[config.mk]
export PLATFORM = sky130hd
export DESIGN_NAME = button_event_classifier
export DESIGN_NICKNAME = d
export VERILOG_FILES = /design/src/rtl/btn_pkg.sv /design/src/rtl/edge_detector.sv /design/src/rtl/button_event_classifier.sv
export SDC_FILE = /design/constraint.sdc
export NUM_CORES = 1
export LEC_CHECK = 0
export BUFFER_PORTS_ARGS = -buffer_cell sky130_fd_sc_hd__buf_2
export CAP_MARGIN = 0
export CORE_MARGIN = 5
export CORE_UTILIZATION = 30
export DETAILED_ROUTE_END_ITERATION = 7
export GPL_TIMING_DRIVEN = 0
export SETUP_SLACK_MARGIN = 0.02
export SYNTH_ARGS = -nofsm -noshare
export SYNTH_HDL_FRONTEND = slang
export SYNTH_SLANG_ARGS = --single-unit
export TNS_END_PERCENT = 30
[constraint.sdc]
create_clock -name clk_i -period 2.1 [get_ports clk_i]
set_clock_uncertainty 0.1 [all_clocks]
set_input_delay 0.42 -clock clk_i [delete_from_list [all_inputs] [get_ports clk_i]]
set_output_delay 0.42 -clock clk_i [all_outputs]
set_load 0.03 [all_outputs]
[src/rtl/btn_pkg.sv]
// btn_pkg: shared FSM encoding and counter-width helper for the button gesture classifier.
package btn_pkg;

   typedef enum logic [2:0] {
      IDLE      = 3'd0,
      PRESS1    = 3'd1,
      WAIT_GAP  = 3'd2,
      PRESS2    = 3'd3,
      LONG_HELD = 3'd4
   } state_t;

   function automatic int calc_w(input int long_cycles, input int gap_cycles);
      return $clog2(long_cycles > gap_cycles ? long_cycles : gap_cycles) + 1;
   endfunction

endpackage

[src/rtl/edge_detector.sv]
// edge_detector: registers a clk-synchronous level and flags its rising and falling edges combinationally.
module edge_detector (
   input  logic clk_i,
   input  logic rst_ni,
   input  logic d_i,
   output logic rise_o,
   output logic fall_o
);

   logic prev_q;

   always_ff @(posedge clk_i or negedge rst_ni) begin
      if (!rst_ni) prev_q <= 1'b0;
      else         prev_q <= d_i;
   end

   assign rise_o = d_i & ~prev_q;
   assign fall_o = ~d_i & prev_q;

endmodule

[src/rtl/button_event_classifier.sv]
// button_event_classifier: turns a debounced button level into one-cycle press/release/click/double/long events.
module button_event_classifier
   import btn_pkg::*;
#(
   parameter int LONG_CYCLES = 50_000_000,
   parameter int GAP_CYCLES  = 12_500_000,
   parameter int W           = calc_w(LONG_CYCLES, GAP_CYCLES)
) (
   input  logic clk_i,
   input  logic rst_ni,
   input  logic button_i,
   output logic press_o,
   output logic release_o,
   output logic short_click_o,
   output logic double_click_o,
   output logic long_press_o,
   output logic held_long_o
);

   localparam logic [W-1:0] LONG_LAST = W'(LONG_CYCLES - 1);
   localparam logic [W-1:0] GAP_LAST  = W'(GAP_CYCLES - 1);

   logic rise, fall;
   state_t state_q, state_d;
   logic [W-1:0] cnt_q, cnt_d;
   logic short_d, double_d, long_d;

   edge_detector u_edge (
      .clk_i (clk_i),
      .rst_ni(rst_ni),
      .d_i   (button_i),
      .rise_o(rise),
      .fall_o(fall)
   );

   // Counter defaults to counting; every state change clears it explicitly.
   always_comb begin
      state_d  = state_q;
      cnt_d    = cnt_q + 1'b1;
      short_d  = 1'b0;
      double_d = 1'b0;
      long_d   = 1'b0;
      case (state_q)
         IDLE: begin
            cnt_d = '0;
            if (rise) state_d = PRESS1;
         end
         PRESS1: begin
            if (fall) begin
               state_d = WAIT_GAP;
               cnt_d   = '0;
            end else if (cnt_q == LONG_LAST) begin
               state_d = LONG_HELD;
               cnt_d   = '0;
               long_d  = 1'b1;
            end
         end
         WAIT_GAP: begin
            if (rise) begin
               state_d = PRESS2;
               cnt_d   = '0;
            end else if (cnt_q == GAP_LAST) begin
               state_d = IDLE;
               cnt_d   = '0;
               short_d = 1'b1;
            end
         end
         PRESS2: begin
            if (fall) begin
               state_d  = IDLE;
               cnt_d    = '0;
               double_d = 1'b1;
            end else if (cnt_q == LONG_LAST) begin
               state_d = LONG_HELD;
               cnt_d   = '0;
               long_d  = 1'b1;
            end
         end
         LONG_HELD: begin
            cnt_d = '0;
            if (fall) state_d = IDLE;
         end
         default: begin
            state_d = IDLE;
            cnt_d   = '0;
         end
      endcase
   end

   always_ff @(posedge clk_i or negedge rst_ni) begin
      if (!rst_ni) begin
         state_q        <= IDLE;
         cnt_q          <= '0;
         press_o        <= 1'b0;
         release_o      <= 1'b0;
         short_click_o  <= 1'b0;
         double_click_o <= 1'b0;
         long_press_o   <= 1'b0;
         held_long_o    <= 1'b0;
      end else begin
         state_q        <= state_d;
         cnt_q          <= cnt_d;
         press_o        <= rise;
         release_o      <= fall;
         short_click_o  <= short_d;
         double_click_o <= double_d;
         long_press_o   <= long_d;
         held_long_o    <= (state_d == LONG_HELD);
      end
   end

endmodule

## Word level (Yosys, flattened, before mapping)

Cells that the tools add are included.

| storage, ports and cells | value |
|---|---|
| flip-flop bits (word level) | 37 |
| input bits | 3 |

| cells by class | value |
|---|---|
| bitwise gates (word level) | 4 |
| add/subtract/negate cells | 1 |
| muxes and demuxes | 21 |
| equality and inequality tests | 7 |
| reductions and logical operators | 2 |

Operator list:

| kind | number |
|---|---|
| 27-bit 2-to-1 mux | 4 |
| 27-bit one-hot mux with 2 select lines | 1 |
| 27-bit by 1-bit adder with 27-bit output (second input constant) | 1 |
| 27-bit by 24-bit equality test with 1-bit output (second input constant) | 1 |
| 27-bit by 26-bit equality test with 1-bit output (second input constant) | 1 |
| 3-bit 2-to-1 mux | 7 |
| 3-bit one-hot mux with 5 select lines | 1 |
| 1-bit 2-to-1 mux | 8 |
| 3-bit by 2-bit equality test with 1-bit output (second input constant) | 2 |
| 3-bit equality test (second input constant) | 2 |
| 3-bit by 1-bit equality test with 1-bit output (second input constant) | 1 |
| 3-bit logical NOT | 1 |
| 1-bit bitwise AND | 2 |
| 1-bit NOT | 2 |
| 2-bit OR reduction | 1 |

## Longest topological paths before layout

Gate-level depths: netlist of run 1.

| depth | value |
|---|---|
| depth after elaboration | 5 |
| depth in mapped cells | 7 |
| gate-level depth less buffers | 5 |

## By module

Synthesis of run 1 repeated with hierarchy kept, for this count alone.

| unflattened totals | value |
|---|---|
| cells, all modules | 174 |
| area total of the unflattened synthesis | 1,793.0 µm² |

Modules (own cells, without submodules):

| module | sequential area each (µm²) | cells each | area each (µm²) | times used |
|---|---|---|---|---|
| button_event_classifier | 900.9 | 171 | 1,752.9 | 1 |
| edge_detector | 25.0 | 3 | 40.0 | 1 |

## Least setup slack after synthesis of run 1

No wires, ideal clock.

| path | value |
|---|---|
| kind | reg2reg |
| from | register cnt_q[0] |
| to | register cnt_q[16] |
| cell stages (with the launch flop) | 8 |
| library setup time | 0.136 ns |
| arrival time | 1.731 ns |
| period minus slack after synthesis | 1.967 ns |
| setup slack | 0.133 ns |
| data required time | 1.864 ns |
| cells stage by stage | dfrtp_1 > ha_1 > and4_2 > buf_2 > nand3_1 > o21ai_2 > buf_2 > a22oi_1 |

| on the way | value |
|---|---|
| longest elaborated chain between the ends | 4 |

RTL lines:

| element | RTL line | RTL |
|---|---|---|
| from (decl) | button_event_classifier.sv:25 | `logic [W-1:0] cnt_q, cnt_d;` |
| from (signal assigned) | button_event_classifier.sv:102 | `cnt_q <= cnt_d;` |
| 27-bit by 1-bit adder with 27-bit output (tied with other cells) | button_event_classifier.sv:39 | `cnt_d = cnt_q + 1'b1;` |
| 27-bit 2-to-1 mux (on tied branches) | button_event_classifier.sv:52, button_event_classifier.sv:73, button_event_classifier.sv:62 |  |
| 27-bit 2-to-1 mux (on tied branches) | button_event_classifier.sv:49, button_event_classifier.sv:59 |  |
| 27-bit one-hot mux with 2 select lines * | button_event_classifier.sv:43 | `case (state_q)` |
| named net cnt_d[16] | button_event_classifier.sv:25 |  |

The timed path passes the listed nets; every way through them passes the cells marked *.

## Worst setup path in the final report of run 1

| path | value |
|---|---|
| from | register cnt_q[5] |
| to | register cnt_q[11] |

The elaborated chain is that of the path after synthesis.

==> flow_summary.json, run 1 <==
{
  "finalWeightedCongestion": 0.774,
  "max_cap_viol_count": 0,
  "drt_antenna_net_count": 0,
  "dp_worst_setup_slack_ns": -0.292,
  "synth.yosys.seq_area_share": 0.494,
  "grt.total_usage": 0.122,
  "final_hold_viol_count": 0,
  "final.hold.worst_slack_ns": 0.115,
  "portBuffers": 8,
  "grt_setup_unrepaired": "true",
  "flow.area_growth_from_synthesis_pct": 19.9,
  "ir_drop_v": 0.000341,
  "cts_tree": "built",
  "initial_core_util": 0.313,
  "grt_max_degree": 38,
  "power.density_mw_per_mm2": 754,
  "mappedNetlistArea_mm2": 0.00187,
  "cts.path.max_buffers": 2,
  "die_h_um": 89.0,
  "final_nets": 208,
  "place_hpwl_mm": 2.80,
  "power.clock.fraction": 0.389,
  "first_global_vias": 1520,
  "timing.final.ws_setup_ns": 0.104,
  "max_clock_freq_mhz": 501,
  "period_minus_slack_ns": 2.00,
  "synth_seq_cells": 37,
  "critPathMaxFanout": 10,
  "fin_crit_sh": 0.950,
  "worst-setup-path-type": "register to register",
  "switching_share": 0.275,
  "numClockSinks": 37,
  "syn-mean-instance-area_um2": 10.1,
  "clk_transition_reported_paths_ns": 0.08,
  "report.final.slew_viol_count": 0,
  "number_of_detailed_routing_iterations_run_before_antenna_repair": 4,
  "timing.critical_path.arrival_ns": 2.10,
  "timing.critical_path.required_ns": 2.21,
  "wl_per_cell_um": 15.4,
  "end_kind": "register",
  "route.detailed.drc": 0,
  "finalSetupViolCount": 0,
  "ys.warnings.count": 0,
  "post_cts_hold_buffer_count": 0,
  "hold_path.class": "primary input to asynchronous set/reset pin",
  "final_core_utilization": 0.375,
  "synthesis.nets": 190,
  "outcome": "finished, final reports clean",
  "die-area_mm2": 0.00793,
  "num-fill-cells": 594,
  "detailroute.via_count": 1534,
  "p_leak_nw": 0.856,
  "worst_slew_pin_slew_ns": 0.822,
  "antenna_cells_inserted": 0,
  "power_frac_comb": 0.145,
  "maxSlewHeadroom": 0.452,
  "core_mm2": 0.00599,
  "design.portCount": 9,
  "grt_antenna_before_repair": 0,
  "grt_remaining_overflow": 0,
  "drt-initial-drc-count": 80,
  "numCtsBuffers": 5,
  "p_total_mw": 1.69,
  "setup-tns-final_ns": 0,
  "critical_path.startpoint_type": "register",
  "clock_latency_ns": 0.30,
  "routed_vias_inst": 5.48,
  "cts.root.buffer_cell": "clkbuf_8",
  "synth_cell_type_count": 38,
  "cts.htree.levels": 2,
  "wire_length_of_the_first_global_routing_pass_mm": 7.41,
  "finalWirelength_mm": 4.33,
  "seq_power_share": 0.466,
  "std_cell_rows": 28,
  "p_sw_mw": 0.466,
  "p_int_mw": 1.23,
  "post_route_cells_drive_above_1_share": 0.229,
  "syn-instance-count": 186,
  "chip_width_um": 89.0
}
[metal layers]
layer  vias up  track usage  share of wire  routed length [um]
met5         -            0              0                   0
met4         0       0.0365         0.0088                  38
met3         5       0.0415          0.051                 221
met2        29        0.186           0.46                1980
met1       747        0.165           0.48                2080
li1        753            -              -                   -
[registers in the layout, summed over array words and instances (netlist names)]
register,cells
release_o,1
held_long_o,1
cnt_q,27
u_edge.prev_q,1
press_o,1
long_press_o,1
double_click_o,1
short_click_o,1
state_q,3
[cell usage in the layout, fill, tap and decap left out, drive strengths merged, types with 2 or more instances in the layout]
| master | netlist | routed |
|---|---|---|
| dfrtp | 37 | 37 |
| buf | 7 | 19 |
| a22oi | 15 | 15 |
| a21oi | 14 | 14 |
| nand2 | 12 | 12 |
| nand3 | 11 | 11 |
| or4 | 10 | 10 |
| o21ai | 9 | 9 |
| o31ai | 8 | 8 |
| or3 | 8 | 8 |
| clkbuf | 2 | 7 |
| inv | 6 | 6 |
| nand4 | 6 | 6 |
| nor3 | 5 | 5 |
| xor2 | 5 | 5 |
| xnor2 | 5 | 5 |
| and4 | 5 | 5 |
| and3 | 3 | 3 |
| nor2 | 3 | 3 |
| nor4b | 2 | 2 |
| nor4bb | 2 | 2 |
[cells by family after synthesis]
logic type                 synth area share
AOI/OAI and AO/OA                     0.178
xor gates and xnor gates             0.0467
adders and majority gates           0.00667
buffers and inverters                0.0374
DFF                                   0.494
and+or+nand+nor                       0.238
[timing repair]
| action | in CTS | in global routing |
|---|---|---|
| setup buffers | 2 | 2 |
| resized for setup | 14 | 15 |
| endpoints found under the setup margin | 30 | 30 |
| pin swaps | 2 | 3 |
[layout make-up]
class                      count  area, um^2  area share
multi-input combinational    134         938       0.418
timing repair buffer          12        70.1      0.0312
clock buffer                   6        82.6      0.0367
buffer                         8        67.6      0.0301
clock inverter                 2        37.5      0.0167
inverter                       6        22.5      0.0100
tap                           75        93.8      0.0418
sequential                    37         935       0.416
[cell usage after synthesis]
cell type  number  share of area
nor2_1          3         0.0060
dfrtp_1        37           0.49
nand2_1        12          0.024
or4b_1          1         0.0053
or4_1           9          0.036
nor4bb_1        2          0.011
xor2_1          5          0.023
nor2b_1         1         0.0033
o21ai_2         1         0.0047
buf_4           2         0.0080
nand2b_1        1         0.0033
and3_1          3          0.010
o31ai_1         8          0.032
nor3_1          5          0.013
and4_2          1         0.0053
o21bai_2        1         0.0060
a31oi_1         1         0.0033
and2_1          1         0.0033
or3_1           7          0.023
or4_4           1         0.0060
buf_2           5          0.013
nand4_1         6          0.020
ha_1            1         0.0067
a21boi_0        1         0.0040
nor4b_1         2         0.0093
inv_1           6          0.012
o21ai_0         8          0.021
clkbuf_1        2         0.0040
nand3_1        10          0.027
and4_1          4          0.019
nor4_1          1         0.0033
a22oi_1        15          0.060
a21oi_1        14          0.037
o311ai_0        1         0.0047
nand3_2         1         0.0053
xnor2_1         5          0.023
o211ai_1        1         0.0040
or3_2           1         0.0040
[worst max-delay path, stage by stage, from the launching register on]
cell     delay (ns)
dfrtp_1        0.33
buf_4          0.14
nand4_1        0.12
or4_4          0.56
buf_4          0.20
or3_1          0.31
a22oi_1        0.15
[power groups by stage]
stage | Combinational (mW) | Sequential (mW) | Clock, mW
3_3_place_gp | 0.207 | 0.800 | 0
2_1_floorplan | 0.134 | 0.799 | 0
5_1_grt | 0.276 | 0.794 | 0.708
4_1_cts | 0.240 | 0.788 | 0.668
6_report | 0.246 | 0.789 | 0.659
3_5_place_dp | 0.205 | 0.801 | 0
[stage by stage]
| step | std cells | area [um^2] |
|---|---|---|
| final | 280 | 2250 |
| after global routing | 280 | 2250 |
| after CTS | 279 | 2200 |
| after detailed placement | 269 | 2010 |
| after global placement | 269 | 2010 |
| after floorplan | 186 | 1870 |
[path summary, 6_finish.rpt]
path | from | end | slack (ns) | depth (start not counted)
min in group clk_i | button_i | u_edge.prev_q | 0.15 | 1
min | rst_ni | cnt_q[3] | 0.12 | 1
max in group asynchronous | rst_ni | cnt_q[11] | 1.22 | 1
min reg2reg | cnt_q[0] | cnt_q[0] | 0.38 | 1
max reg2reg | cnt_q[5] | cnt_q[11] | 0.10 | 6
max | cnt_q[5] | cnt_q[11] | 0.10 | 6
Power figures use the tool's default switching activity.
==> run 2: changes to the inputs <==
--- a/config.mk
+++ b/config.mk
@@ -5,12 +5,13 @@
 export SDC_FILE = /design/constraint.sdc
 export NUM_CORES = 1
 export LEC_CHECK = 0
-export BUFFER_PORTS_ARGS = -buffer_cell sky130_fd_sc_hd__buf_2
 export CAP_MARGIN = 0
 export CORE_MARGIN = 5
-export CORE_UTILIZATION = 30
+export CORE_UTILIZATION = 56
 export DETAILED_ROUTE_END_ITERATION = 7
+export DONT_BUFFER_PORTS = 1
 export GPL_TIMING_DRIVEN = 0
+export PLACE_DENSITY = 0.74
 export SETUP_SLACK_MARGIN = 0.02
 export SYNTH_ARGS = -nofsm -noshare
 export SYNTH_HDL_FRONTEND = slang
==> run 2 against run 1 <==
The flow now finishes with violations (negative setup slack). Setup slack worse by 0.10 ns. Critical path depth shrank 1. First-iteration DRC count rose to 3.1 times the previous value. Utilization increased by 31 points. Sequential share of layout area is 0.46 points lower. Final cell count fell by 8.6%. Fmax decreased by 5.0%. Combinational power rose by 16%. Global-route usage up 8.4 points. Cell area rose by 0.45%. Critical path type unchanged. Highest routed layer unchanged.
==> flow_summary.json, run 2 (same netlist as run 1, synthesis figures left out) <==
{
  "path_delay_family": "simple AND/OR/NAND/NOR gates",
  "route.detailed.drc": 0,
  "die_h_um": 67.9,
  "dp_worst_setup_slack_ns": -0.250,
  "clock_latency_ns": 0.35,
  "cts.path.max_buffers": 2,
  "cts.root.buffer_cell": "clkbuf_4",
  "wl_per_cell_um": 16.7,
  "regArea_um2": 928,
  "place_hpwl_mm": 2.71,
  "fin_crit_sh": 1.00,
  "cts_tree": "built",
  "finalWeightedCongestion": 0.925,
  "std_cell_rows": 21,
  "cts.htree.levels": 2,
  "maxSlewHeadroom": 0.578,
  "timing.critical_path.required_ns": 2.26,
  "finalSetupViolCount": 1,
  "end_kind": "register",
  "grt_max_degree": 38,
  "outcome": "finished with violations",
  "dpl.cell_count": 232,
  "first_global_vias": 1585,
  "most_used_cells_in_the_layout_excluding_fill_and_tap_cells": "35 x dfrtp_1, 17 x buf_4, 14 x a21oi_1, 13 x a22oi_1, 12 x nand2_1",
  "layout_commonest_cell": "dfrtp_1",
  "core_mm2": 0.00328,
  "hold_path.class": "primary input to register",
  "p_leak_nw": 0.876,
  "critical_path.startpoint_type": "register",
  "power.density_mw_per_mm2": 702,
  "layout_cells_excl_fill": 256,
  "final_hold_viol_count": 0,
  "final_core_utilization": 0.687,
  "numClockSinks": 37,
  "drt_antenna_net_count": 0,
  "grt.total_usage": 0.206,
  "die-area_mm2": 0.00460,
  "drt-initial-drc-count": 248,
  "flow.area_growth_from_synthesis_pct": 20.4,
  "worst-setup-path-type": "register to register",
  "chip_width_um": 67.9,
  "p_total_mw": 1.58,
  "grt_setup_unrepaired": "true",
  "max_clock_freq_mhz": 476,
  "finalWirelength_mm": 4.27,
  "cp_slowest_cell": "or4_4",
  "registers.top_by_ff_count": "cnt_q",
  "max_reg_flops": 27,
  "clk_transition_reported_paths_ns": 0.12,
  "initial_core_util": 0.571,
  "report.final.slew_viol_count": 0,
  "post_route_cells_drive_above_1_share": 0.229,
  "grt_antenna_before_repair": 0,
  "worst_slew_pin_slew_ns": 0.625,
  "portBuffers": 0,
  "cp_num_buf_inv": 1,
  "reg.largest.list": "cnt_q x27, state_q x3",
  "num-fill-cells": 250,
  "design.portCount": 9,
  "grt_remaining_overflow": 0,
  "worst_path_largest_cell_delay_ns": 0.62,
  "final_nets": 213,
  "routed_vias_inst": 6.26,
  "ir_drop_v": 0.000440,
  "critPathMaxFanout": 7,
  "number_of_detailed_routing_iterations_run_before_antenna_repair": 5,
  "critical_path.cell_chain": "buf_6 > nand4_1 > or4_4 > or4_1 > a22oi_1",
  "antenna_cells_inserted": 0,
  "timing.final.ws_setup_ns": -0.000233,
  "wire_length_of_the_first_global_routing_pass_mm": 7.03,
  "placed_cell_area_mm2": 0.00193,
  "timing.critical_path.arrival_ns": 2.26,
  "period_minus_slack_ns": 2.10,
  "multi_input_comb_area_um2": 951,
  "detailroute.via_count": 1603,
  "max_cap_viol_count": 0,
  "violations": "negative setup slack",
  "numCtsBuffers": 5,
  "design_area_mm2": 0.00226
}
-- run 2: cell types whose count changed in the layout (fill, tap and decap cells not counted), sizes merged --
cell,previous run,this run
dlygate4sd3,0,2
buf,19,20
clkbuf,7,8
clkinv,0,1
-- run 2: layer usage --
layer / global-route usage / vias up / part of all wire
met1: 0.261 / 803 / 0.45
met2: 0.337 / 34 / 0.49
met3: 0.0542 / 7 / 0.042
li1: - / 759 / -
met5: 0 / - / 0
met4: 0.0794 / 0 / 0.014
-- run 2: path summary, 6_finish.rpt --
check	end	startpoint	slack [ns]	depth (start not counted)
setup / recovery	cnt_q[17]	cnt_q[5]	-0.0002	5
hold / removal	press_o	button_i	0.16	1
setup reg to reg	cnt_q[17]	cnt_q[5]	-0.0002	5
hold reg to reg	press_o	u_edge.prev_q	0.38	1
max in group asynchronous	cnt_q[6]	rst_ni	1.29	2
min in group asynchronous	cnt_q[13]	rst_ni	0.41	2
-- run 2: report_power, final --
part | switching (mW) | internal [mW] | total, mW
sequential | 0.0428 | 0.749 | 0.792
clock | 0.254 | 0.252 | 0.506
combinational | 0.158 | 0.128 | 0.286
total | 0.454 | 1.13 | 1.58
-- run 2: cell type report --
class | instances | area share
repair buffers | 17 | 0.0643
well taps | 46 | 0.0255
flip-flops and latches | 37 | 0.411
multi-input cells | 134 | 0.421
inverters | 6 | 0.00998
clock buffers | 5 | 0.0166
clock inverters | 3 | 0.0205
plain buffers | 8 | 0.0305
-- run 2: worst register-to-register path: cells and delay by family (launching register included) --
kind | cells | cell delay (ns)
flops | 1 | 0.38
buf+inv | 1 | 0.12
simple gates | 3 | 1.24
compound gates | 1 | 0.17
-- run 2: repair_timing --
action                     CTS  global route
resized for setup            9            22
cloned                       0             0
buffers inserted             5             9
setup endpoints to repair   28            26
hold endpoints to repair    38             0
pin swaps                    2             5
hold buffers                 3             0
-- run 2: through the flow --
stage	setup TNS [ns]	hold slack (ns)
6_report	-0.000233	0.159
4_1_cts	0	0.141
3_5_place_dp	-4.31	0.0254
2_1_floorplan	0	0.0244
3_3_place_gp	-3.53	0.0254
5_1_grt	-2.26	0.133
